`config.mk`:
```
export PLATFORM = sky130hd
export DESIGN_NAME = cpx_dot_prod_acc
export DESIGN_NICKNAME = d
export VERILOG_FILES = /design/src/rtl/cpx_dot_prod_acc.sv
export SDC_FILE = /design/constraint.sdc
export NUM_CORES = 2
export LEC_CHECK = 0
export CAP_MARGIN = 10
export CORE_AREA = 2 2 260 262
export CTS_CLUSTER_DIAMETER = 30
export DETAILED_ROUTE_END_ITERATION = 10
export DIE_AREA = 0 0 262 264
export HOLD_SLACK_MARGIN = 0.06
export PLACE_DENSITY_LB_ADDON = 0.15
export SLEW_MARGIN = 15
export SYNTH_ARGS = -nofsm -noshare
export SYNTH_HDL_FRONTEND = slang
export SYNTH_SLANG_ARGS = --single-unit
```
`constraint.sdc`:
```
create_clock -name clk -period 8.4 [get_ports clk]
set_input_delay 2.1 -clock clk [delete_from_list [all_inputs] [get_ports clk]]
set_output_delay 2.1 -clock clk [all_outputs]
set_load 0.1 [all_outputs]
```
`src/rtl/cpx_dot_prod_acc.sv`:
```
// -----------------------------------------------------------------------------
// cpx_dot_prod_acc
//
// Complex dot-product engine. It accepts paired complex samples x and y and
// forms x*y, or x*conj(y) when the per-sample conj bit is set. It accumulates
// these products over a frame whose length is programmed at run time, then
// emits one scaled complex result per frame.
//
// Configuration macro:
//   DOT_PROD_SAT_EN  When defined, the shifted sum is clamped to the signed
//                    out_bits range. When undefined, the shifted sum is
//                    truncated to its low out_bits bits (wrap-around).
//                    Latency is identical in both builds.
//
// Ports:
//   clk                    sole clock, rising edge
//   rst                    synchronous, active-high reset
//   m_axis_tvalid          input sample pair valid
//   m_axis_tready          block can accept a sample this cycle
//   xi, xq                 signed x sample (x_bits each)
//   yi, yq                 signed y sample (y_bits each)
//   conj                   1: x*conj(y), 0: x*y (captured with the sample)
//   length                 frame length N, sampled on the first sample of a
//                          frame (0 is treated as 1)
//   s_axis_product_tvalid  result valid
//   s_axis_product_tready  downstream accepts the result
//   i, q                   signed scaled result (out_bits each)
//
// Handshake semantics (both sides): a transfer happens on a rising edge where
// valid && ready are both 1. A producer holds valid and its data stable until
// that transfer. m_axis_tready is combinational from s_axis_product_tready,
// because the whole pipeline stalls while a result waits to be taken.
// -----------------------------------------------------------------------------
module cpx_dot_prod_acc #(
  parameter int x_bits    = 12,
  parameter int y_bits    = 12,
  parameter int len_bits  = 8,
  parameter int prod_bits = x_bits + y_bits + 1,
  parameter int sum_bits  = prod_bits + len_bits,
  parameter int out_bits  = 24,
  parameter int out_shift = sum_bits - out_bits
) (
  input  logic                       clk,
  input  logic                       rst,
  input  logic                       m_axis_tvalid,
  output logic                       m_axis_tready,
  input  logic signed [x_bits-1:0]   xi,
  input  logic signed [x_bits-1:0]   xq,
  input  logic signed [y_bits-1:0]   yi,
  input  logic signed [y_bits-1:0]   yq,
  input  logic                       conj,
  input  logic [len_bits-1:0]        length,
  output logic                       s_axis_product_tvalid,
  input  logic                       s_axis_product_tready,
  output logic signed [out_bits-1:0] i,
  output logic signed [out_bits-1:0] q
);

  // Width of a single real product.
  localparam int pw = x_bits + y_bits;

  // ---------------------------------------------------------------------------
  // Global stall and input acceptance
  // ---------------------------------------------------------------------------
  logic en;
  logic accept;

  // Everything freezes while a result is held and not yet taken.
  assign en            = !(s_axis_product_tvalid && !s_axis_product_tready);
  assign m_axis_tready = en && !rst;
  assign accept        = m_axis_tvalid && m_axis_tready;

  // ---------------------------------------------------------------------------
  // Frame counter
  // cnt == 0 means the next accepted sample opens a new frame. frame_len is
  // latched only on that first sample, so length changes mid-frame are
  // ignored until the next frame.
  // ---------------------------------------------------------------------------
  logic [len_bits-1:0] cnt;
  logic [len_bits-1:0] frame_len;
  logic [len_bits-1:0] len_eff;
  logic [len_bits-1:0] cnt_nxt;
  logic                first_in;
  logic                last_in;

  always_comb begin
    len_eff  = (length == '0) ? len_bits'(1) : length;
    first_in = (cnt == '0);
    if (first_in) begin
      last_in = (len_eff == len_bits'(1));
    end else begin
      last_in = (cnt == (frame_len - len_bits'(1)));
    end
    cnt_nxt = last_in ? '0 : (cnt + len_bits'(1));
  end

  always_ff @(posedge clk) begin
    if (rst) begin
      cnt       <= '0;
      frame_len <= '0;
    end else if (accept) begin
      cnt <= cnt_nxt;
      if (first_in) begin
        frame_len <= len_eff;
      end
    end
  end

  // ---------------------------------------------------------------------------
  // S1: input registers
  // ---------------------------------------------------------------------------
  logic                     s1_valid;
  logic                     s1_first;
  logic                     s1_last;
  logic                     s1_conj;
  logic signed [x_bits-1:0] s1_xi;
  logic signed [x_bits-1:0] s1_xq;
  logic signed [y_bits-1:0] s1_yi;
  logic signed [y_bits-1:0] s1_yq;

  always_ff @(posedge clk) begin
    if (rst) begin
      s1_valid <= 1'b0;
      s1_first <= 1'b0;
      s1_last  <= 1'b0;
    end else if (en) begin
      s1_valid <= accept;
      s1_first <= first_in;
      s1_last  <= last_in;
    end
  end

  always_ff @(posedge clk) begin
    if (en && accept) begin
      s1_xi   <= xi;
      s1_xq   <= xq;
      s1_yi   <= yi;
      s1_yq   <= yq;
      s1_conj <= conj;
    end
  end

  // ---------------------------------------------------------------------------
  // S2: the four real products
  // Operands are sign-extended to the full product width first, so each
  // multiply is a same-width signed operation with no truncation.
  // ---------------------------------------------------------------------------
  logic signed [pw-1:0] xi_e;
  logic signed [pw-1:0] xq_e;
  logic signed [pw-1:0] yi_e;
  logic signed [pw-1:0] yq_e;

  assign xi_e = pw'(s1_xi);
  assign xq_e = pw'(s1_xq);
  assign yi_e = pw'(s1_yi);
  assign yq_e = pw'(s1_yq);

  logic                 s2_valid;
  logic                 s2_first;
  logic                 s2_last;
  logic                 s2_conj;
  logic signed [pw-1:0] s2_p_ii;
  logic signed [pw-1:0] s2_p_qq;
  logic signed [pw-1:0] s2_p_qi;
  logic signed [pw-1:0] s2_p_iq;

  always_ff @(posedge clk) begin
    if (rst) begin
      s2_valid <= 1'b0;
      s2_first <= 1'b0;
      s2_last  <= 1'b0;
    end else if (en) begin
      s2_valid <= s1_valid;
      s2_first <= s1_first;
      s2_last  <= s1_last;
    end
  end

  always_ff @(posedge clk) begin
    if (en) begin
      s2_conj <= s1_conj;
      s2_p_ii <= xi_e * yi_e;
      s2_p_qq <= xq_e * yq_e;
      s2_p_qi <= xq_e * yi_e;
      s2_p_iq <= xi_e * yq_e;
    end
  end

  // ---------------------------------------------------------------------------
  // S3: complex product
  //   conj=0: re = ii - qq, im = qi + iq
  //   conj=1: re = ii + qq, im = qi - iq
  // ---------------------------------------------------------------------------
  logic signed [prod_bits-1:0] e_ii;
  logic signed [prod_bits-1:0] e_qq;
  logic signed [prod_bits-1:0] e_qi;
  logic signed [prod_bits-1:0] e_iq;
  logic signed [prod_bits-1:0] re_nxt;
  logic signed [prod_bits-1:0] im_nxt;

  always_comb begin
    e_ii = prod_bits'(s2_p_ii);
    e_qq = prod_bits'(s2_p_qq);
    e_qi = prod_bits'(s2_p_qi);
    e_iq = prod_bits'(s2_p_iq);
    if (s2_conj) begin
      re_nxt = e_ii + e_qq;
      im_nxt = e_qi - e_iq;
    end else begin
      re_nxt = e_ii - e_qq;
      im_nxt = e_qi + e_iq;
    end
  end

  logic                        s3_valid;
  logic                        s3_first;
  logic                        s3_last;
  logic signed [prod_bits-1:0] s3_re;
  logic signed [prod_bits-1:0] s3_im;

  always_ff @(posedge clk) begin
    if (rst) begin
      s3_valid <= 1'b0;
      s3_first <= 1'b0;
      s3_last  <= 1'b0;
    end else if (en) begin
      s3_valid <= s2_valid;
      s3_first <= s2_first;
      s3_last  <= s2_last;
    end
  end

  always_ff @(posedge clk) begin
    if (en) begin
      s3_re <= re_nxt;
      s3_im <= im_nxt;
    end
  end

  // ---------------------------------------------------------------------------
  // Accumulator
  // The first product of a frame loads, later ones add. The last product's sum
  // goes straight to the output register. The accumulator is therefore free on
  // the same edge, and the next frame starts with no bubble.
  // ---------------------------------------------------------------------------
  logic signed [sum_bits-1:0] acc_re;
  logic signed [sum_bits-1:0] acc_im;
  logic signed [sum_bits-1:0] re_ext;
  logic signed [sum_bits-1:0] im_ext;
  logic signed [sum_bits-1:0] sum_re;
  logic signed [sum_bits-1:0] sum_im;

  always_comb begin
    re_ext = sum_bits'(s3_re);
    im_ext = sum_bits'(s3_im);
    if (s3_first) begin
      sum_re = re_ext;
      sum_im = im_ext;
    end else begin
      sum_re = acc_re + re_ext;
      sum_im = acc_im + im_ext;
    end
  end

  always_ff @(posedge clk) begin
    if (rst) begin
      acc_re <= '0;
      acc_im <= '0;
    end else if (en && s3_valid && !s3_last) begin
      acc_re <= sum_re;
      acc_im <= sum_im;
    end
  end

  // ---------------------------------------------------------------------------
  // Output scaling: arithmetic shift, then either clamp or wrap to out_bits.
  // ---------------------------------------------------------------------------
`ifdef DOT_PROD_SAT_EN
  localparam logic signed [sum_bits-1:0] sat_max =
    {{(sum_bits - out_bits + 1){1'b0}}, {(out_bits - 1){1'b1}}};
  localparam logic signed [sum_bits-1:0] sat_min =
    {{(sum_bits - out_bits + 1){1'b1}}, {(out_bits - 1){1'b0}}};

  function automatic logic signed [out_bits-1:0] reduce(
    input logic signed [sum_bits-1:0] v
  );
    logic signed [sum_bits-1:0] sh;
    sh = v >>> out_shift;
    if (sh > sat_max) begin
      reduce = sat_max[out_bits-1:0];
    end else if (sh < sat_min) begin
      reduce = sat_min[out_bits-1:0];
    end else begin
      reduce = sh[out_bits-1:0];
    end
  endfunction
`else
  function automatic logic signed [out_bits-1:0] reduce(
    input logic signed [sum_bits-1:0] v
  );
    reduce = out_bits'(v >>> out_shift);
  endfunction
`endif

  // ---------------------------------------------------------------------------
  // Output register
  // A new result can only load while en=1. en=1 means the previous result was
  // either absent or taken on this same edge, so a load never overwrites an
  // untaken result.
  // ---------------------------------------------------------------------------
  always_ff @(posedge clk) begin
    if (rst) begin
      s_axis_product_tvalid <= 1'b0;
      i                     <= '0;
      q                     <= '0;
    end else if (en && s3_valid && s3_last) begin
      s_axis_product_tvalid <= 1'b1;
      i                     <= reduce(sum_re);
      q                     <= reduce(sum_im);
    end else if (s_axis_product_tready) begin
      s_axis_product_tvalid <= 1'b0;
    end
  end

endmodule
```
==> impl_metrics.env <==
export IMPL_num_vias=29000
export IMPL_status="finished, final reports clean"
export IMPL_synth_seq_cells=336
export IMPL_cap_violations=0
export IMPL_stdcell_count=5250
export IMPL_cts_setup_buffers=0
export IMPL_ys_types=80
export IMPL_period_needed_ns=6.56
export IMPL_path_max_fanout=24
export IMPL_routabilityCongestion=0.892
export IMPL_grt_max_degree=81
export IMPL_tritoncts="yes"
export IMPL_nNetsFinal=5238
export IMPL_grt_ovfl_total=0
export IMPL_rows=95
export IMPL_wire_per_inst_um=17.0
export IMPL_dpl_cell_count=5082
export IMPL_grt_pass1_wl_um=150000
export IMPL_finalHoldViolCount=0
export IMPL_clk_path_buf_depth=3
export IMPL_syn_area_per_cell_um2=9.31
export IMPL_pre_cts_slack_ns=2.05
export IMPL_numClockSinks=336
export IMPL_dp_hpwl_um=67600
export IMPL_clk_pin_slew_ns=0.05
export IMPL_yosysTopAreaCellShare=0.283
export IMPL_tns_ns=0
export IMPL_root_buffer="clkbuf_16"
export IMPL_synth_edff_count=196
export IMPL_yosysWarnings=0
export IMPL_postCtsHoldBufs=0
export IMPL_core_um2=66600
export IMPL_die_w_um=262
export IMPL_ios=111
export IMPL_dr_pass1_iters=6
export IMPL_ys_seq_area_frac=0.221
export IMPL_finalSetupViolCount=0
export IMPL_rsz0062_at_grt="false"
export IMPL_cp_arrival_ns=6.91
export IMPL_die_h_um=264
export IMPL_antenna_found_initial=0
export IMPL_via_per_inst=5.53
export IMPL_synthCells=4231
export IMPL_yosys_area_top_type="fa_1"
export IMPL_n_antenna_cell=0
export IMPL_port_buffers=110
export IMPL_drive_gt1_frac=0.0528
export IMPL_slew_headroom=0.181
export IMPL_fin_crit_sh=0.781
export IMPL_crit_required_ns=8.75
export IMPL_worst_setup_path_type="reg2reg"
export IMPL_worst_pin_slew_ns=1.23
export IMPL_syn2layout_area_growth_pct=12.7
export IMPL_ys_flop_type="edfxtp_1"
export IMPL_drt_iter0_markers=1769
export IMPL_async_flop_share=0
export IMPL_clock_latency_ns=0.64
export IMPL_initial_core_util=0.592
export IMPL_final_max_slew_viol_count=0
export IMPL_max_freq_mhz=153
export IMPL_numCtsBuffers=89
export IMPL_dieArea_um2=69200
export IMPL_drc=0
export IMPL_synth_area_um2=39400
export IMPL_grt_usage=0.271
export IMPL_post_cts_resized=0
export IMPL_synthesis_nets=5169
export IMPL_critPathCaptureType="flop"
export IMPL_antenna_left=0
export IMPL_ctsHtreeMaxLevel=3
export IMPL_start_kind="flop"
export IMPL_holdCritPathClass="reg2reg"
export IMPL_layout_setup_ws_ns=1.84
export IMPL_grt_pass1_vias=30100
export IMPL_drt_wl_total_um=89100
export IMPL_clock_skew_ns=0.0403
export IMPL_synth_area_leaders="fa_1 28%, edfxtp_1 15%, ha_1 10%"
[worst max-delay path, stage by stage (launching register included)]
cell	delay (ns)
edfxtp_1	1.00
nand2_1	0.16
fa_1	0.52
inv_1	0.04
ha_1	0.29
fa_1	0.52
inv_1	0.06
fa_1	0.49
fa_1	0.49
inv_1	0.04
ha_1	0.31
nor2b_1	0.14
o21ai_0	0.20
a21boi_0	0.14
o21ai_0	0.26
a21oi_1	0.15
o21ai_0	0.42
a21oi_1	0.18
o41ai_1	0.51
mux2i_1	0.24
nand4_1	0.09
[synth_stat cells (72+ instances only)]
master and instances:
clkbuf_1 151, nand2_1 503, a211oi_1 85, a21o_1 72
ha_1 321, inv_1 702, fa_1 556, xnor2_1 173
dfxtp_1 140, nor3_1 87, o21ai_0 94, a21oi_1 169
nor2_1 307, xor2_1 74, edfxtp_1 196, and2_1 186
[path summary, 6_finish.rpt]
check / startpoint / to / slack [ns] / depth (start not counted)
setup / recovery: s1_xq[5] / s2_p_qi[23] / 1.84 / 20
hold / removal: s1_conj / s2_conj / 0.43 / 0
setup reg to reg: s1_xq[5] / s2_p_qi[23] / 1.84 / 20
hold reg to reg: s1_conj / s2_conj / 0.43 / 0
[layer usage]
metal / track usage / part of all wire / wire, um
met5: 0 / 0 / 0
met4: 0.0983 / 0.034 / 3030
met3: 0.0386 / 0.060 / 5330
met2: 0.447 / 0.48 / 42500
met1: 0.366 / 0.43 / 38300
[kinds of logic after synthesis]
family,synth area share
buffers and inverters,0.0831
xor gates and xnor gates,0.0549
DFF,0.221
adders and majority gates,0.385
and+or+nand+nor,0.145
muxes,0.00562
AOI/OAI and AO/OA,0.106
[flip-flops by register name, summed over array words and instances (netlist names), 12 cells and up]
signal	count
acc_im	33
acc_re	33
s3_im	25
s3_re	25
i	24
q	24
s2_p_ii	24
s2_p_iq	24
s2_p_qi	24
s2_p_qq	24
s1_xi	12
s1_xq	12
s1_yi	12
s1_yq	12
[metrics by stage]
step | utilization | hold WS, ns | instance area (um2)
floorplan | - | 0.400 | 39400
global placement | 0.619 | 0.406 | 41200
detailed placement | 0.619 | 0.408 | 41200
CTS | 0.667 | 0.433 | 44400
global route | 0.667 | 0.430 | 44400
finish | 0.667 | 0.426 | 44400
[final cells by class]
type                       count  area (um2)
inverter                     704        2650
fill                        5425       22200
multi-input combinational   3024       27400
clock buffer                  98        2310
clock inverter                70         836
timing repair buffer         145        1360
sequential                   336        8690
tap                          873        1090
[placed cells by master, fill, tap and decap left out, types with 27 or more instances in the layout]
cell type        synthesis  routed
a211oi_1                85      85
a21o_1                  72      72
a21oi_1                169     169
and2_1                 186     186
buf_4                    0      36
clkbuf_16                0      90
clkdlybuf4s50_1          0     109
dfxtp_1                140     139
edfxtp_1               196     196
fa_1                   556     556
ha_1                   321     321
inv_1                  702     700
nand2_1                503     503
nand2b_1                27      27
nand3_1                 38      38
nor2_1                 307     306
nor3_1                  87      87
o21a_1                  35      35
o21ai_0                 94      94
xnor2_1                173     173
xor2_1                  74      74
Power is not shown: default switching activity piles up to over one toggle a cycle in this logic, so the estimate is an artifact.
